### config.mk
export PLATFORM = sky130hd
export DESIGN_NAME = vga_timing_gen
export DESIGN_NICKNAME = d
export VERILOG_FILES = /design/src/rtl/vga_timing_gen.sv
export SDC_FILE = /design/constraint.sdc
export NUM_CORES = 1
export LEC_CHECK = 0
export ABC_AREA = 1
export CAP_MARGIN = 20
export CORE_AREA = 2 2 70 72
export CTS_BUF_LIST = sky130_fd_sc_hd__clkbuf_8
export DETAILED_ROUTE_END_ITERATION = 10
export DIE_AREA = 0 0 72 74
export PLACE_DENSITY = 0.79
export SLEW_MARGIN = 10
export SYNTH_ARGS = -nofsm -noshare
export SYNTH_HDL_FRONTEND = slang
export SYNTH_SLANG_ARGS = --single-unit
### constraint.sdc
create_clock -name clk -period 2.3 [get_ports clk]
set_input_delay 0.46 -clock clk [delete_from_list [all_inputs] [get_ports clk]]
set_output_delay 0.46 -clock clk [all_outputs]
set_load 0.005 [all_outputs]
### src/rtl/vga_timing_gen.sv
// ---------------------------------------------------------------------------
// vga_timing_gen
//
// Parametrised raster timing generator. It produces pixel/line counters,
// sync pulses with selectable polarity, blanking flags and one-cycle
// line/frame start strobes for any video mode described by the parameters.
// It sits at the head of the video pipeline, so every downstream draw stage
// relies on these outputs being mutually aligned.
//
// Ports:
//   clk          in   system clock (40 MHz for the default 800x600 mode)
//   rst          in   synchronous reset, active-low (0 = reset)
//   en           in   pixel clock-enable; counters advance only when en=1
//   hcount       out  horizontal position, 0..H_TOTAL-1
//   vcount       out  vertical position, 0..V_TOTAL-1
//   hsync        out  horizontal sync, asserted level set by HSYNC_POL
//   vsync        out  vertical sync, asserted level set by VSYNC_POL
//   hblnk        out  1 outside the horizontal active region
//   vblnk        out  1 outside the vertical active region
//   line_start   out  1-cycle strobe on the cycle hcount becomes 0
//   frame_start  out  1-cycle strobe on the cycle hcount and vcount become 0
//   frame_cnt    out  [15:0] frame counter (only with the macro below)
//
// Optional feature macro: VGA_TIMING_GEN_FRAME_CNT_EN
//   When defined, adds frame_cnt[15:0]: reset to 0, +1 on every frame_start,
//   wrapping 65535 -> 0. When undefined the port and its logic are absent.
//
// Timing note: every output is a register loaded from values decoded from
// the *next* counter values, so all outputs describe the same (hcount,
// vcount) pair that is visible in the same cycle.
// ---------------------------------------------------------------------------
module vga_timing_gen #(
  parameter int H_ACTIVE  = 800,
  parameter int H_FP      = 40,
  parameter int H_SYNC    = 128,
  parameter int H_BP      = 88,
  parameter int V_ACTIVE  = 600,
  parameter int V_FP      = 1,
  parameter int V_SYNC    = 4,
  parameter int V_BP      = 23,
  parameter int HSYNC_POL = 1,
  parameter int VSYNC_POL = 1,
  parameter int CNT_W     = 11
) (
  input  logic             clk,
  input  logic             rst,
  input  logic             en,
  output logic [CNT_W-1:0] hcount,
  output logic [CNT_W-1:0] vcount,
  output logic             hsync,
  output logic             vsync,
  output logic             hblnk,
  output logic             vblnk,
  output logic             line_start,
  output logic             frame_start
`ifdef VGA_TIMING_GEN_FRAME_CNT_EN
  ,
  output logic [15:0]      frame_cnt
`endif
);

  // -------------------------------------------------------------------------
  // Derived mode constants
  // -------------------------------------------------------------------------
  localparam int H_TOTAL  = H_ACTIVE + H_FP + H_SYNC + H_BP;
  localparam int V_TOTAL  = V_ACTIVE + V_FP + V_SYNC + V_BP;
  localparam int HS_START = H_ACTIVE + H_FP;
  localparam int HS_END   = HS_START + H_SYNC - 1;
  localparam int VS_START = V_ACTIVE + V_FP;
  localparam int VS_END   = VS_START + V_SYNC - 1;

  localparam longint CNT_RANGE = longint'(1) << CNT_W;

  // Counter-width versions of the boundaries so every compare is width-exact.
  localparam logic [CNT_W-1:0] H_LAST_C   = CNT_W'(H_TOTAL - 1);
  localparam logic [CNT_W-1:0] V_LAST_C   = CNT_W'(V_TOTAL - 1);
  localparam logic [CNT_W-1:0] H_ACT_C    = CNT_W'(H_ACTIVE);
  localparam logic [CNT_W-1:0] V_ACT_C    = CNT_W'(V_ACTIVE);
  localparam logic [CNT_W-1:0] HS_START_C = CNT_W'(HS_START);
  localparam logic [CNT_W-1:0] HS_END_C   = CNT_W'(HS_END);
  localparam logic [CNT_W-1:0] VS_START_C = CNT_W'(VS_START);
  localparam logic [CNT_W-1:0] VS_END_C   = CNT_W'(VS_END);

  // Asserted sync levels; the idle level is simply the inverse.
  localparam logic HS_ON = (HSYNC_POL != 0);
  localparam logic VS_ON = (VSYNC_POL != 0);

  // -------------------------------------------------------------------------
  // Elaboration-time sanity checks
  // -------------------------------------------------------------------------
  generate
    if (longint'(H_TOTAL) > CNT_RANGE) begin : g_err_h_width
      $error("vga_timing_gen: CNT_W=%0d too narrow for H_TOTAL=%0d", CNT_W, H_TOTAL);
    end
    if (longint'(V_TOTAL) > CNT_RANGE) begin : g_err_v_width
      $error("vga_timing_gen: CNT_W=%0d too narrow for V_TOTAL=%0d", CNT_W, V_TOTAL);
    end
    if (H_SYNC == 0) begin : g_err_h_sync
      $error("vga_timing_gen: H_SYNC must be non-zero");
    end
    if (V_SYNC == 0) begin : g_err_v_sync
      $error("vga_timing_gen: V_SYNC must be non-zero");
    end
  endgenerate

  // -------------------------------------------------------------------------
  // State registers
  // -------------------------------------------------------------------------
  logic [CNT_W-1:0] hcount_reg, hcount_next;
  logic [CNT_W-1:0] vcount_reg, vcount_next;
  logic             hsync_reg,  hsync_next;
  logic             vsync_reg,  vsync_next;
  logic             hblnk_reg,  hblnk_next;
  logic             vblnk_reg,  vblnk_next;
  logic             line_start_reg;
  logic             frame_start_reg;

  logic             h_wrap;
  logic             v_wrap;

  // -------------------------------------------------------------------------
  // Next-count and decode
  // -------------------------------------------------------------------------
  always_comb begin
    h_wrap      = (hcount_reg == H_LAST_C);
    v_wrap      = (vcount_reg == V_LAST_C);

    hcount_next = h_wrap ? '0 : hcount_reg + 1'b1;
    vcount_next = vcount_reg;
    if (h_wrap) begin
      vcount_next = v_wrap ? '0 : vcount_reg + 1'b1;
    end

    // Windows are inclusive on both ends, so a zero front porch places the
    // sync start directly on the first blanked pixel with no gap.
    hblnk_next = (hcount_next >= H_ACT_C);
    vblnk_next = (vcount_next >= V_ACT_C);
    hsync_next = ((hcount_next >= HS_START_C) && (hcount_next <= HS_END_C)) ? HS_ON : ~HS_ON;

    // vsync is a per-line signal: it is only re-evaluated on a line wrap.
    vsync_next = vsync_reg;
    if (h_wrap) begin
      vsync_next = ((vcount_next >= VS_START_C) && (vcount_next <= VS_END_C)) ? VS_ON : ~VS_ON;
    end
  end

  always_ff @(posedge clk) begin
    if (!rst) begin
      hcount_reg      <= '0;
      vcount_reg      <= '0;
      hblnk_reg       <= 1'b0;
      vblnk_reg       <= 1'b0;
      hsync_reg       <= ~HS_ON;
      vsync_reg       <= ~VS_ON;
      line_start_reg  <= 1'b0;
      frame_start_reg <= 1'b0;
    end else if (en) begin
      hcount_reg      <= hcount_next;
      vcount_reg      <= vcount_next;
      hblnk_reg       <= hblnk_next;
      vblnk_reg       <= vblnk_next;
      hsync_reg       <= hsync_next;
      vsync_reg       <= vsync_next;
      line_start_reg  <= h_wrap;
      frame_start_reg <= h_wrap && v_wrap;
    end else begin
      // Hold everything, but drop the strobes so a stalled pixel clock never
      // replays a line or frame start.
      line_start_reg  <= 1'b0;
      frame_start_reg <= 1'b0;
    end
  end

`ifdef VGA_TIMING_GEN_FRAME_CNT_EN
  // -------------------------------------------------------------------------
  // Optional frame counter, advancing on the same edge frame_start rises.
  // -------------------------------------------------------------------------
  logic [15:0] frame_cnt_reg;

  always_ff @(posedge clk) begin
    if (!rst) begin
      frame_cnt_reg <= '0;
    end else if (en && h_wrap && v_wrap) begin
      frame_cnt_reg <= frame_cnt_reg + 16'd1;
    end
  end

  assign frame_cnt = frame_cnt_reg;
`endif

  // -------------------------------------------------------------------------
  // Output mapping
  // -------------------------------------------------------------------------
  assign hcount      = hcount_reg;
  assign vcount      = vcount_reg;
  assign hsync       = hsync_reg;
  assign vsync       = vsync_reg;
  assign hblnk       = hblnk_reg;
  assign vblnk       = vblnk_reg;
  assign line_start  = line_start_reg;
  assign frame_start = frame_start_reg;

endmodule

Yosys cells after proc, flatten, opt, wreduce, memory -nomap -nowiden --
Cells that the tools add are included.
Word-level totals: register bits 28, bits of input ports 3, output and inout port bits 28, logic and storage cells 28
Cells by class: add/sub/neg operators 2, $lt $le $gt $ge 6, equal/unequal tests 2, multiplexer cells 5, reductions and logical operators 5
Operators with widths (number):
- 11-bit by 10-bit >= comparator with 1-bit output (second input constant) | 4
- 11-bit two-way mux | 3
- 11-bit by 1-bit adder with 11-bit output (second input constant) | 2
- 11-bit by 10-bit <= comparator with 1-bit output (second input constant) | 2
- 11-bit by 10-bit equality test with 1-bit output (second input constant) | 1
- 11-bit equality test (second input constant) | 1
- 2-bit AND reduction | 2
- 1-bit logical AND | 3
- 1-bit two-way mux | 2

Longest topological paths before layout --
depth in word-level cells 6, gate-level depth with buffers 15

Least setup slack after synthesis --
OpenSTA, ideal clock, no wires.
path kind register to register, from reg hcount_reg[0] (netlist: hcount[0]), to reg vsync_reg (netlist: vsync), arrival time 1.759 ns, data required time 2.187 ns, path slack 0.428 ns, cell stages (with the launch flop) 15, path buffers 0, clock period less this slack 1.872 ns, cell sequence dfxtp_1 -> ha_1 -> nand2_2 -> nor2_4 -> nand2_4 -> nor2_8 -> nand2_1 -> nand2_1 -> nor2_2 -> nand2_1 -> nand2_2 -> a21oi_1 -> o21ai_1 -> nand3_1 -> nand2_1
On the way: cells in the longest elaborated chain, start to end 5, elaborated cells between the ends (all ways) 7
Ends and longest elaborated chain:
- from (decl) | line 109 | logic [CNT_W-1:0] hcount_reg, hcount_next;
- from (signal assigned) | line 158 | hcount_reg <= hcount_next;
- 11-bit equality test (*) | line 125 | h_wrap = (hcount_reg == H_LAST_C);
- 11-bit two-way mux | line 130 | if (h_wrap) begin
- 11-bit by 10-bit >= comparator with 1-bit output or 11-bit by 10-bit <= comparator with 1-bit output (tied branches) | line 143 | vsync_next = ((vcount_next >= VS_START_C) && (vcount_next <= VS_END_C)) ? VS_ON : ~VS_ON;
- 1-bit logical AND | line 143
- 1-bit two-way mux | line 143
- to (signal assigned) | line 154 | vsync_reg <= ~VS_ON;
- to (signal assigned) | line 163 | vsync_reg <= vsync_next;
- to (decl) | line 112 | logic vsync_reg, vsync_next;
Every way passes the cells marked *; elsewhere a longest branch is shown, timed or not. A chain may end at the register's enable or synchronous reset.

Worst setup path after layout --
from reg hcount_reg[1] (netlist: hcount[1]), to reg vsync_reg (netlist: vsync)
Same word-level chain as after synthesis.

==> metrics.yaml <==
crit_arrival_ns: 2.21
clock_sinks: 28
start_util_pct: 43.0
rsz0062_at_grt: "no"
num_rows: 25
setup_viol: 0
layout.nets: 353
startpoint_type: "register"
maxSlewHeadroom_pct: 66.1
hold_viol: 0
fin_tns_setup_ns: 0
synth_nets: 320
post-route-period-util_pct: 88.1
max_freq_mhz: 494
grt_pass1_vias: 1943
area_delta_synth_final_pct: 22.8
synth_most_common_cell: "nand2_1"
ant_nets: 0
yosysTopAreaCell: "dfxtp_1"
synth-compound-area-share_pct: 13.7
whs_path_depth: 2
yosys-mux-area-fraction_pct: 0
seq_area_frac_synth_pct: 28.3
core_sq_um: 4600
synth_fa_ha_area_share_pct: 1.90
drv_cap: 0
hold_buffers: 0
avgRoutedWirePerCell_um: 13.1
reg2reg_depth: 14
synth-async-reset-ratio_pct: 0
dr_total_vias: 2153
worst_slew_pin_slew_ns: 0.509
syn_area_per_cell_sq_um: 6.30
power.leakage_nw: 1.10
synth-simple-area-share_pct: 42.7
cts_tree: "done"
clock_tree.htree_level_count: 1
synth_cell_types: 34
worstSetupPathType: "register to register"
port-buffer-count: 30
grt_start_max_net_pins: 29
grtUsageTotal_pct: 20.5
cp-end-kind: "register"
synth_common_cells: "nand2_1 (74), inv_1 (41), nor2_1 (39)"
yosys_warnings: 0
synth_top_area_share_pct: 28.3
cp.required_ns: 2.48
drive_gt1_share_pct: 10.7
met2_length_um: 2350
outcome: "finished, final reports clean"
grt_antenna_before_repair: 0
drt_iter0_markers: 220
peakVddDrop_uv: 208
cts.clk_slew.worst_paths_ns: 0.10
io-pin-count: 31
period_needed_ns: 2.03
final_util_pct: 52.8
synth_edf_count: 0
die_w_um: 72
synth.ff_latch_count: 28
ys.flop_type: "dfxtp_1"
crit_fanout: 9
synth-xor-area-share_pct: 3.10
cts_buffer_depth: 2
fillers: 451
synth_area_sq_um: 1980
drc: 0
finalNonFillerCells: 400
dr.pass1.iters: 5
maxSlewViolCount: 0
final_cell_area_sq_um: 2430
wl_met1_um: 2420
grt_pass1_wl_um: 8800
wl_met3_um: 374
cts_setup_buffers: 0
wirelength_um: 5230
dp_hpwl_um: 3850
top_layer: "met4"
antenna_cells: 0
power.density_nw_per_um2: 486
hold_class: "register to register"
dpl_cell_area_sq_um: 2360
fp.dieH_um: 74
ys_top_cells_by_area: "dfxtp_1 (28%), nand2_1 (14%), inv_1 (7.8%)"
clkLatencyLatePin_ns: 0.28
numCtsBuffers: 3
place_inst: 396
syn_inst: 314
gp_congestion: 0.987
fin_skew_ns: 0.00748
root_buffer: "clkbuf_8"
synth_top_family_by_area: "simple AND/OR/NAND/NOR gates"
vias_per_cell: 5.38
die-area_sq_um: 5330
grt-ovfl-total: 0
[power breakdown]
group	switching, W	internal [W]
sequential	0.0000429	0.000511
combinational	0.000127	0.000102
clock	0.000164	0.000233
total	0.000334	0.000846
[critical path, stage by stage (launching register included)]
cell	delay, ns
dfxtp_2	0.40
ha_1	0.23
nand2_2	0.09
nor2_4	0.14
nand2_4	0.09
nor2_8	0.21
nand2_1	0.10
nand2_1	0.09
nor2_2	0.05
nand2_1	0.07
nand2_2	0.06
a21oi_1	0.16
o21ai_1	0.09
nand3_1	0.08
nand2_1	0.05
[path summary, 6_finish.rpt]
| path | startpoint | to | slack (ns) |
|---|---|---|---|
| worst max-delay path | hcount[1] | vsync | 0.27 |
| worst min-delay path | vsync | vsync | 0.47 |
| worst max register to register | hcount[1] | vsync | 0.27 |
| worst min register to register | vsync | vsync | 0.47 |
[cell families (layout without fill, tap and decap cells)]
group,count (synthesis),in the layout
DFF,28,28
AOI/OAI and AO/OA,48,48
xor gates and xnor gates,7,7
adders and majority gates,3,3
buffers and inverters,53,85
and+or+nand+nor,175,175
[layout by cell type, fill, tap and decap left out, types with 2 or more instances in the layout]
| cell | instances |
|---|---|
| a21oi_1 | 17 |
| clkdlybuf4s50_1 | 30 |
| nand2_4 | 2 |
| buf_4 | 6 |
| nor2_1 | 39 |
| a211oi_1 | 4 |
| o21ai_0 | 18 |
| nand3_1 | 25 |
| nand4_2 | 2 |
| dfxtp_1 | 27 |
| xor2_1 | 7 |
| inv_1 | 41 |
| ha_1 | 3 |
| clkbuf_8 | 3 |
| nor2_4 | 4 |
| nand2_1 | 74 |
| nand2_2 | 7 |
| o21ai_1 | 2 |
| nand4_1 | 8 |
| o21ai_2 | 2 |
| nor3_1 | 6 |
| inv_2 | 3 |
| nor2_2 | 3 |
[area by class of cell]
cell class	instances	area, sq um	share of cell area, %
well taps	54	67.6	2.78
inverters	45	169	6.95
multi-input cells	233	1210	50.0
clock inverters	1	30.0	1.24
repair buffers	36	345	14.2
flip-flops and latches	28	562	23.1
clock buffers	3	41.3	1.70
[layer usage]
layer  vias to the layer above  track usage [%]
li1                       1081                -
met1                       972             28.5
met2                        93             33.7
met3                         7             1.76
met4                         0             6.71
met5                         -                0
[through the flow]
step | total power (W) | setup slack (ns) | hold WS [ns]
6_report | 0.00118 | 0.275 | 0.474
5_1_grt | 0.00123 | 0.0253 | 0.518
4_1_cts | 0.00119 | 0.217 | 0.478
3_5_place_dp | 0.000789 | 0.255 | 0.460
3_3_place_gp | 0.000786 | 0.339 | 0.457
2_1_floorplan | 0.000696 | 0.428 | 0.446
[timing repair]
action,4_1_cts,5_1_grt
endpoints found under the hold margin,0,0
resized for setup,0,1
setup endpoints to repair,0,1
Power figures use the tool's default switching activity.
